==> src/rtl/npu_dsp_pkg.sv <==
// Shared widths, operand/product types and the unsigned multiply helper for the DSP multiplier bank.
package npu_dsp_pkg;

    localparam int DSP_OP_W  = 18;
    localparam int DSP_P_W   = 37;
    localparam int DSP_LANES = 5;

    typedef logic [DSP_OP_W-1:0] dsp_op_t;
    typedef logic [DSP_P_W-1:0]  dsp_prod_t;

    // Full 36-bit unsigned product, zero-extended into the 37-bit result width.
    function automatic dsp_prod_t dsp_mul(input dsp_op_t a, input dsp_op_t b);
        logic [2*DSP_OP_W-1:0] p;
        p = {{DSP_OP_W{1'b0}}, a} * {{DSP_OP_W{1'b0}}, b};
        return {1'b0, p};
    endfunction

endpackage

==> src/rtl/dsp_mult_bank_if.sv <==
// Operand/result bundle between matrix_multiplier (master) and the DSP bank (slave).
// acc_clr exists only when DSP_ACCUM_EN is defined.
interface dsp_mult_bank_if #(parameter int LANES = npu_dsp_pkg::DSP_LANES) ();
    import npu_dsp_pkg::*;

    logic                  dsp_ce;
    dsp_op_t   [LANES-1:0] dsp_a0;
    dsp_op_t   [LANES-1:0] dsp_b0;
`ifdef DSP_ACCUM_EN
    logic                  acc_clr;
`endif
    dsp_prod_t [LANES-1:0] dsp_out;
    logic                  dsp_out_vld;

`ifdef DSP_ACCUM_EN
    modport master (output dsp_ce, dsp_a0, dsp_b0, acc_clr, input dsp_out, dsp_out_vld);
    modport slave  (input dsp_ce, dsp_a0, dsp_b0, acc_clr, output dsp_out, dsp_out_vld);
`else
    modport master (output dsp_ce, dsp_a0, dsp_b0, input dsp_out, dsp_out_vld);
    modport slave  (input dsp_ce, dsp_a0, dsp_b0, output dsp_out, dsp_out_vld);
`endif

endinterface

==> src/rtl/dsp_lane.sv <==
// One multiplier lane: operand capture, product pipeline and output register.
// With DSP_ACCUM_EN defined the output register becomes a wrapping accumulator.
module dsp_lane
    import npu_dsp_pkg::*;
#(
    parameter int PIPE_STAGES = 1
) (
    input  logic      clk,
    input  logic      rst_n,
    input  logic      ce,
    input  logic      load,
`ifdef DSP_ACCUM_EN
    input  logic      clr,
`endif
    input  dsp_op_t   a,
    input  dsp_op_t   b,
    output dsp_prod_t result
);

    dsp_prod_t final_prod;

    generate
        if (PIPE_STAGES == 1) begin : g_direct
            // Single stage: the output register itself captures the product, so ce only arrives via load.
            logic unused_ce;
            assign unused_ce  = ce;
            assign final_prod = dsp_mul(a, b);
        end else begin : g_pipe
            dsp_op_t a_q;
            dsp_op_t b_q;

            always_ff @(posedge clk or negedge rst_n) begin
                if (!rst_n) begin
                    a_q <= '0;
                    b_q <= '0;
                end else if (ce) begin
                    a_q <= a;
                    b_q <= b;
                end
            end

            if (PIPE_STAGES == 2) begin : g_s2
                assign final_prod = dsp_mul(a_q, b_q);
            end else begin : g_sn
                dsp_prod_t prod_q [PIPE_STAGES-2];

                always_ff @(posedge clk or negedge rst_n) begin
                    if (!rst_n) begin
                        for (int i = 0; i < PIPE_STAGES-2; i++) prod_q[i] <= '0;
                    end else if (ce) begin
                        prod_q[0] <= dsp_mul(a_q, b_q);
                        for (int i = 1; i < PIPE_STAGES-2; i++) prod_q[i] <= prod_q[i-1];
                    end
                end

                assign final_prod = prod_q[PIPE_STAGES-3];
            end
        end
    endgenerate

    always_ff @(posedge clk or negedge rst_n) begin
        if (!rst_n) begin
            result <= '0;
        end else if (load) begin
`ifdef DSP_ACCUM_EN
            result <= clr ? final_prod : result + final_prod;
`else
            result <= final_prod;
`endif
        end
    end

endmodule

==> src/rtl/dsp_mult_bank.sv <==
// Bank of LANES unsigned 18x18 multiplier lanes sharing ce, valid chain and reset.
// Optional output accumulation with acc_clr is enabled by defining DSP_ACCUM_EN.
module dsp_mult_bank
    import npu_dsp_pkg::*;
#(
    parameter int LANES       = DSP_LANES,
    parameter int PIPE_STAGES = 1
) (
    input logic            clk,
    input logic            rst_n,
    dsp_mult_bank_if.slave bus
);

    logic                  final_vld;
    logic                  load;
    dsp_prod_t [LANES-1:0] lane_out;
`ifdef DSP_ACCUM_EN
    logic                  final_clr;
`endif

    // The valid (and clear) chains mirror the lane stages so a result and its control bits stay aligned.
    generate
        if (PIPE_STAGES == 1) begin : g_ctl_direct
            assign final_vld = 1'b1;
`ifdef DSP_ACCUM_EN
            assign final_clr = bus.acc_clr;
`endif
        end else begin : g_ctl_chain
            logic [PIPE_STAGES-2:0] vld_q;
`ifdef DSP_ACCUM_EN
            logic [PIPE_STAGES-2:0] clr_q;
`endif

            always_ff @(posedge clk or negedge rst_n) begin
                if (!rst_n) begin
                    vld_q <= '0;
`ifdef DSP_ACCUM_EN
                    clr_q <= '0;
`endif
                end else if (bus.dsp_ce) begin
                    vld_q[0] <= 1'b1;
                    for (int i = 1; i < PIPE_STAGES-1; i++) vld_q[i] <= vld_q[i-1];
`ifdef DSP_ACCUM_EN
                    clr_q[0] <= bus.acc_clr;
                    for (int i = 1; i < PIPE_STAGES-1; i++) clr_q[i] <= clr_q[i-1];
`endif
                end
            end

            assign final_vld = vld_q[PIPE_STAGES-2];
`ifdef DSP_ACCUM_EN
            assign final_clr = clr_q[PIPE_STAGES-2];
`endif
        end
    endgenerate

    assign load = bus.dsp_ce & final_vld;

    always_ff @(posedge clk or negedge rst_n) begin
        if (!rst_n) bus.dsp_out_vld <= 1'b0;
        else        bus.dsp_out_vld <= load;
    end

    generate
        for (genvar l = 0; l < LANES; l++) begin : g_lane
            dsp_lane #(.PIPE_STAGES(PIPE_STAGES)) u_lane (
                .clk    (clk),
                .rst_n  (rst_n),
                .ce     (bus.dsp_ce),
                .load   (load),
`ifdef DSP_ACCUM_EN
                .clr    (final_clr),
`endif
                .a      (bus.dsp_a0[l]),
                .b      (bus.dsp_b0[l]),
                .result (lane_out[l])
            );
        end
    endgenerate

    assign bus.dsp_out = lane_out;

endmodule

==> src/flat_wrapper.sv <==
// flat-port wrapper written by rule: the top's interface ports become plain ports
module dsp_mult_bank_flat import npu_dsp_pkg::*;
#(
    parameter int LANES       = DSP_LANES,
    parameter int PIPE_STAGES = 1
)
  (clk, rst_n, bus_dsp_ce, bus_dsp_a0, bus_dsp_b0, bus_dsp_out, bus_dsp_out_vld);
  dsp_mult_bank_if #(.LANES(LANES)) bus_i ();
  input logic clk;
  input logic rst_n;
  input wire logic [$bits(bus_i.dsp_ce)-1:0] bus_dsp_ce;
  input wire logic [$bits(bus_i.dsp_a0)-1:0] bus_dsp_a0;
  input wire logic [$bits(bus_i.dsp_b0)-1:0] bus_dsp_b0;
  output wire logic [$bits(bus_i.dsp_out)-1:0] bus_dsp_out;
  output wire logic [$bits(bus_i.dsp_out_vld)-1:0] bus_dsp_out_vld;
  assign bus_i.dsp_ce = bus_dsp_ce;
  assign bus_i.dsp_a0 = bus_dsp_a0;
  assign bus_i.dsp_b0 = bus_dsp_b0;
  assign bus_dsp_out = bus_i.dsp_out;
  assign bus_dsp_out_vld = bus_i.dsp_out_vld;
  dsp_mult_bank #(.LANES(LANES), .PIPE_STAGES(PIPE_STAGES)) u_core (.clk(clk), .rst_n(rst_n), .bus(bus_i));
endmodule
==> config.mk <==
export PLATFORM = sky130hd
export DESIGN_NAME = dsp_mult_bank_flat
export DESIGN_NICKNAME = d
export VERILOG_FILES = /design/src/rtl/npu_dsp_pkg.sv /design/src/rtl/dsp_mult_bank_if.sv /design/src/rtl/dsp_lane.sv /design/src/rtl/dsp_mult_bank.sv /design/src/flat_wrapper.sv
export SDC_FILE = /design/constraint.sdc
export NUM_CORES = 2
export LEC_CHECK = 0
export CORE_ASPECT_RATIO = 0.5
export CORE_MARGIN = 2
export CORE_UTILIZATION = 35
export DETAILED_ROUTE_END_ITERATION = 8
export GPL_TIMING_DRIVEN = 0
export REMOVE_ABC_BUFFERS = 1
export SETUP_SLACK_MARGIN = 0.15
export SYNTH_ARGS = -nofsm -noshare
export SYNTH_HDL_FRONTEND = slang
export SYNTH_SLANG_ARGS = --single-unit
==> constraint.sdc <==
create_clock -name clk -period 1 [get_ports clk]
set_input_delay 0.25 -clock clk [delete_from_list [all_inputs] [get_ports clk]]
set_output_delay 0.25 -clock clk [all_outputs]
set_load 0.02 [all_outputs]
Word-level counts from Yosys, hierarchy flattened
Index checks and enable logic that the tools add are counted.

Flip-flop bits (word level): 181. Latch bits: 0. Bits in writable memories: 0. Bits in read-only memories: 0. Input port bits: 183. Output and inout port bits: 186. Logic and storage cells: 11. Memories: 0.

Add/subtract/negate cells: 0. $mul: 5. Divide/modulo/power cells: 0. $lt $le $gt $ge: 0. Eq/ne operators: 0. Shift operators: 0. Muxes and demuxes: 0. Bitwise logic cells: 0. Reduce and logical (&&, ||, !) cells: 0.

Operator list (number): $mul 18x18->36 (5).

Longest topological paths before layout
Depth in word-level cells: 1. Gate-level depth with buffers: 25. Depth with buffers taken out: 23.

Modules after synthesis
Synthesis repeated with hierarchy kept, for this count alone.

Cells, all modules: 6767. Area, all modules: 60574.3 µm².

By module, submodules not included: dsp_lane at u_core.g_lane[1].u_lane ... (instances 3, cells an instance 1340, area each 12069.1 µm², seq. area each 900.9 µm²); dsp_lane at u_core.g_lane[0].u_lane (instances 1, cells an instance 1385, area each 12211.7 µm², seq. area each 900.9 µm²); dsp_lane at u_core.g_lane[4].u_lane (instances 1, cells an instance 1361, area each 12130.4 µm², seq. area each 900.9 µm²); dsp_mult_bank (instances 1, cells an instance 1, area each 25.0 µm², seq. area each 25.0 µm²).

Worst setup path before layout
No wires, ideal clock.

Kind: in2reg. From: input bus_dsp_a0[64]. To: register u_core.g_lane[3].u_lane.result[32]. Library setup time: 0.132 ns. Arrival time: 6.289 ns. Required time: 0.868 ns. Path slack: -5.421 ns. Stages on the path: 22. Path buffers: 2. Cell sequence: clkbuf_1 > clkbuf_1 > nand2_1 > fa_1 > fa_1 > inv_1 > fa_1 > inv_1 > fa_1 > fa_1 > fa_1 > inv_1 > ha_1 > a21o_1 > and3_1 > a211o_1 > a221o_2 > a2111oi_4 > nor3_2 > a311o_1 > xnor2_1 > o21ai_1.

Cells in the longest elaborated chain, start to end: 1.

RTL lines: start, declared (line flat_wrapper.sv:12) `input wire logic [$bits(bus_i.dsp_a0)-1:0] bus_dsp_a0;`; $mul 18x18->36 (line npu_dsp_pkg.sv:14) `p = {{DSP_OP_W{1'b0}}, a} * {{DSP_OP_W{1'b0}}, b};`; end signal, assigned (line dsp_lane.sv:68) `result <= final_prod;`; end, declared (line dsp_lane.sv:17) `output dsp_prod_t result`.

No other way between the ends. A chain may end at the register's enable or synchronous reset.

Final worst setup path
From: input bus_dsp_a0[63]. To: register u_core.g_lane[3].u_lane.result[32].

Same word-level chain as after synthesis.

==> metrics.md <==
| Metric | Value |
|---|---|
| Ant diodes | `0` |
| Synth Area in Compound Gates | `0.0569` |
| Via density per instance | `4.90` |
| Number of max-cap violations | `0` |
| Critical Path Fanout Max | `7` |
| Most frequent cell after synthesis | `inv_1` |
| Drt total wl | `170 mm` |
| Sink Count | `181` |
| Worst hold endpoint | `u_core.g_lane[4].u_lane.result[0]$_DFFE_PN0P_` |
| XOR/XNOR Fraction of Synth Area | `0.0195` |
| Num CTS Buffers | `17` |
| Synth area leaders | `fa_1, ha_1, inv_1, dfrtp_1, and2_1` |
| Crit Path Category | `in -> reg` |
| Predominant post-synthesis flop cell | `dfrtp_1` |
| CTS Buffer Depth | `2` |
| Clk slew on worst S/H paths | `0.11 ns` |
| Hold_sp | `bus_dsp_a0[72]` |
| RSZ-0062 raised after global routing | `yes` |
| Syn_area_per_cell | `9.04 um2` |
| Initial antenna violation count | `3` |
| Synth cell count leaders | `inv_1, fa_1, nand2_1` |
| Root Buffer | `clkbuf_16` |
| CTS tree | `built` |
| Port buffer count | `approximately 360` |
| Share of cells above drive strength 1 | `0.169` |
| Total core area | `0.168 mm2` |
| Drt pass-1 iters | `5` |
| Largest net degree at the start of global routing | `100` |
| Post-DP HPWL | `125 mm` |
| Die Width | `586 um` |
| WHS Path Cells | `3` |
| Slew Limit Fails | `0` |
| Clock skew | `0 ns` |
| Worst r2r src | `u_core.g_lane[2].u_lane.result[33]$_DFFE_PN0P_` |
| Worst R2R Path Depth | `2` |
| Post-route cell area | `0.0723 mm2` |
| Congestion Overflow GR | `0` |
| Worst setup margin | `-4.57 ns` |
| Number of top-level pins | `approximately 370` |
| CTS H-tree lvls | `4` |
| Peak per-stage delay on the critical path | `~0.55 ns` |
| Sequential share of the synthesized area | `0.0764` |
| Vias | `44986` |
| Routed Antenna Nets | `0` |
| F_max | `180 MHz` |
| FFs w/ async S/R, synth | `1.00` |
| CP bufs+invs | `5` |
| Largest family of logic cells by synthesized area | `adder cells` |
| Failing checks | `negative setup slack` |
| Reg2reg end | `u_core.g_lane[2].u_lane.result[33]$_DFFE_PN0P_` |
| Cell taking the most area after synthesis | `fa_1` |
| Crit path cell chain | `buf_16 -> and2_4 -> fa_1 -> inv_1 -> fa_1 -> fa_1 -> inv_1 -> fa_1 -> fa_1 -> inv_2 -> fa_1 -> inv_2 -> ha_4 -> nand4_1 -> a211oi_2 -> a211o_1 -> a221o_2 -> a2111oi_4 -> nor3_2 -> a311o_1 -> xnor2_1 -> o21ai_1` |
| Wire per inst | `18.5 um` |
| Global-route wire length before repair | `between 200 and 300 mm` |
| Worst Path Arrival | `5.99 ns` |
| Slew of the pin with the lowest slew margin | `around 0.94 ns` |
| Slew headroom | `0.371` |
| Latest clock arrival within the worst-skew pair | `0.54 ns` |
| Final hold vios | `0` |
| Layout area overhead | `21.9%` |
| Synth unique cells | `70` |
| Post-synthesis cell count | `6559` |
| CP top delay family | `adder cells` |
| Min-Delay Path Class | `in -> reg` |
| Num rows | `106` |
| Mux contribution to synthesized area | `0.0242` |
| Final worst-path cycle share | `5.57` |
| Vias in the first global route | `48169` |
| Die area | `0.173 mm2` |
| Die H | `295 um` |
| Worst Path Required | `1.42 ns` |
| Post-Synth Adder-Cell Area | `0.548` |
| Post-synth EDFFs | `0` |
| CP Launch Type | `input pin` |
| Min Tclk post-route | `5.57 ns` |
| CP Capture Type | `flop` |
| Top cell type's share of synthesized area | `0.432` |
| Post-synthesis simple-gate area fraction | `0.160` |
| Initial DRC count | `2243` |
| Post-DP Area | `0.0647 mm2` |
| CP max-delay cell | `fa_1` |
| Register bit total from synthesis | `181` |
| Synthesized cell area | `0.0593 mm2` |
| GPL Wtd Cong | `0.842` |
| Drt drc | `0` |
| Initial Util | `0.354` |
| Most used cell, CP | `fa_1` |
| Status | `finished, violations left` |
| Synthesis Warnings | `0` |
| Net count reported at finish | `8922` |
| Final setup viols | `357` |
| Overall Global Routing Usage | `0.199` |
| Reg-to-reg setup timing slack | `0.11 ns` |
-- final cells by class --
cell class,instances,area (um2)
clock buffers,22,464
well taps,2268,2840
repair buffers,636,7500
fillers,16108,95400
clock inverters,10,113
inverters,1503,5640
flip-flops and latches,181,4530
multi-input cells,4570,51200
-- worst min-delay path, cell delays in order --
cell,delay (ns)
buf_6,0.15
nand3_1,0.08
o21ai_0,0.08
-- timing repair --
action / CTS / global route
hold buffers: 2 / 0
cloned: 9 / 4
pin swaps: 305 / 239
setup buffers: 181 / 73
endpoints found under the setup margin: 361 / 499
resized for setup: 1924 / 361
endpoints found under the hold margin: 182 / 0
-- how the worst max path moves through the flow --
stage	slack [ns]	cells past startpoint	endpoint	startpoint
final	-4.57	22	u_core.g_lane[3].u_lane.result[32]$_DFFE_PN0P_	bus_dsp_a0[63]
after global routing	-4.69	22	u_core.g_lane[3].u_lane.result[32]$_DFFE_PN0P_	bus_dsp_a0[63]
after CTS	-4.52	22	u_core.g_lane[3].u_lane.result[32]$_DFFE_PN0P_	bus_dsp_b0[61]
after detailed placement	-7.15	21	u_core.g_lane[2].u_lane.result[30]$_DFFE_PN0P_	bus_dsp_a0[42]
after global placement	-14.41	5	u_core.g_lane[4].u_lane.result[32]$_DFFE_PN0P_	bus_dsp_ce
after floorplan	-4.90	20	u_core.g_lane[3].u_lane.result[32]$_DFFE_PN0P_	bus_dsp_a0[64]
-- state kept, by name (all words and copies together), names as in the netlist --
register                     cells
u_core.g_lane.u_lane.result    180
u_core.bus.dsp_out_vld           1
-- metrics by stage --
stage	util	worst slack, ns	instances	hold WS, ns	TNS [ns]
after floorplan	-	-4.90	6254	-0.0456	-607.13
after global placement	0.385	-14.41	8885	0.463	-3440.81
after detailed placement	0.386	-7.15	8889	0.0542	-945.21
after CTS	0.419	-4.52	9113	0.0215	-730.07
after global routing	0.431	-4.69	9190	0.0369	-759.19
final	0.431	-4.57	9190	0.0438	-725.39
-- kinds of logic after synthesis --
| logic type | Yosys count |
|---|---|
| other | 1 |
| XOR/XNOR | 132 |
| buffers and inverters | 1812 |
| flip-flops | 181 |
| multiplexers | 128 |
| adder cells (fa/ha/maj) | 1830 |
| AND/OR/NAND/NOR | 1965 |
| AO/OA/AOI/OAI | 510 |
-- metal layers --
layer / vias up / global-route usage / wire length, um
met5: - / 0 / 8
met4: 2 / 0.0565 / 4670
met3: 220 / 0.0348 / 9550
met2: 1103 / 0.345 / 84600
met1: 23422 / 0.253 / 70800
li1: 20239 / - / -
-- layout by cell type (no fill, tap or decap), drive strengths merged, types with 25 or more instances in the layout --
master | netlist | routed
nor2 | 84 | 84
ha | 550 | 550
nand4 | 25 | 25
nor3 | 25 | 25
dfrtp | 181 | 181
o21ai | 95 | 95
mux2 | 125 | 125
a21oi | 132 | 132
fa | 1280 | 1280
xor2 | 42 | 42
xnor2 | 90 | 90
a21o | 108 | 108
clkdlybuf4s50 | 0 | 181
inv | 1502 | 1506
buf | 8 | 444
and2 | 695 | 695
nand3 | 32 | 32
clkbuf | 301 | 29
nand2 | 1024 | 1024
Power is not shown: default switching activity piles up to over one toggle a cycle in this logic, so the estimate is an artifact.
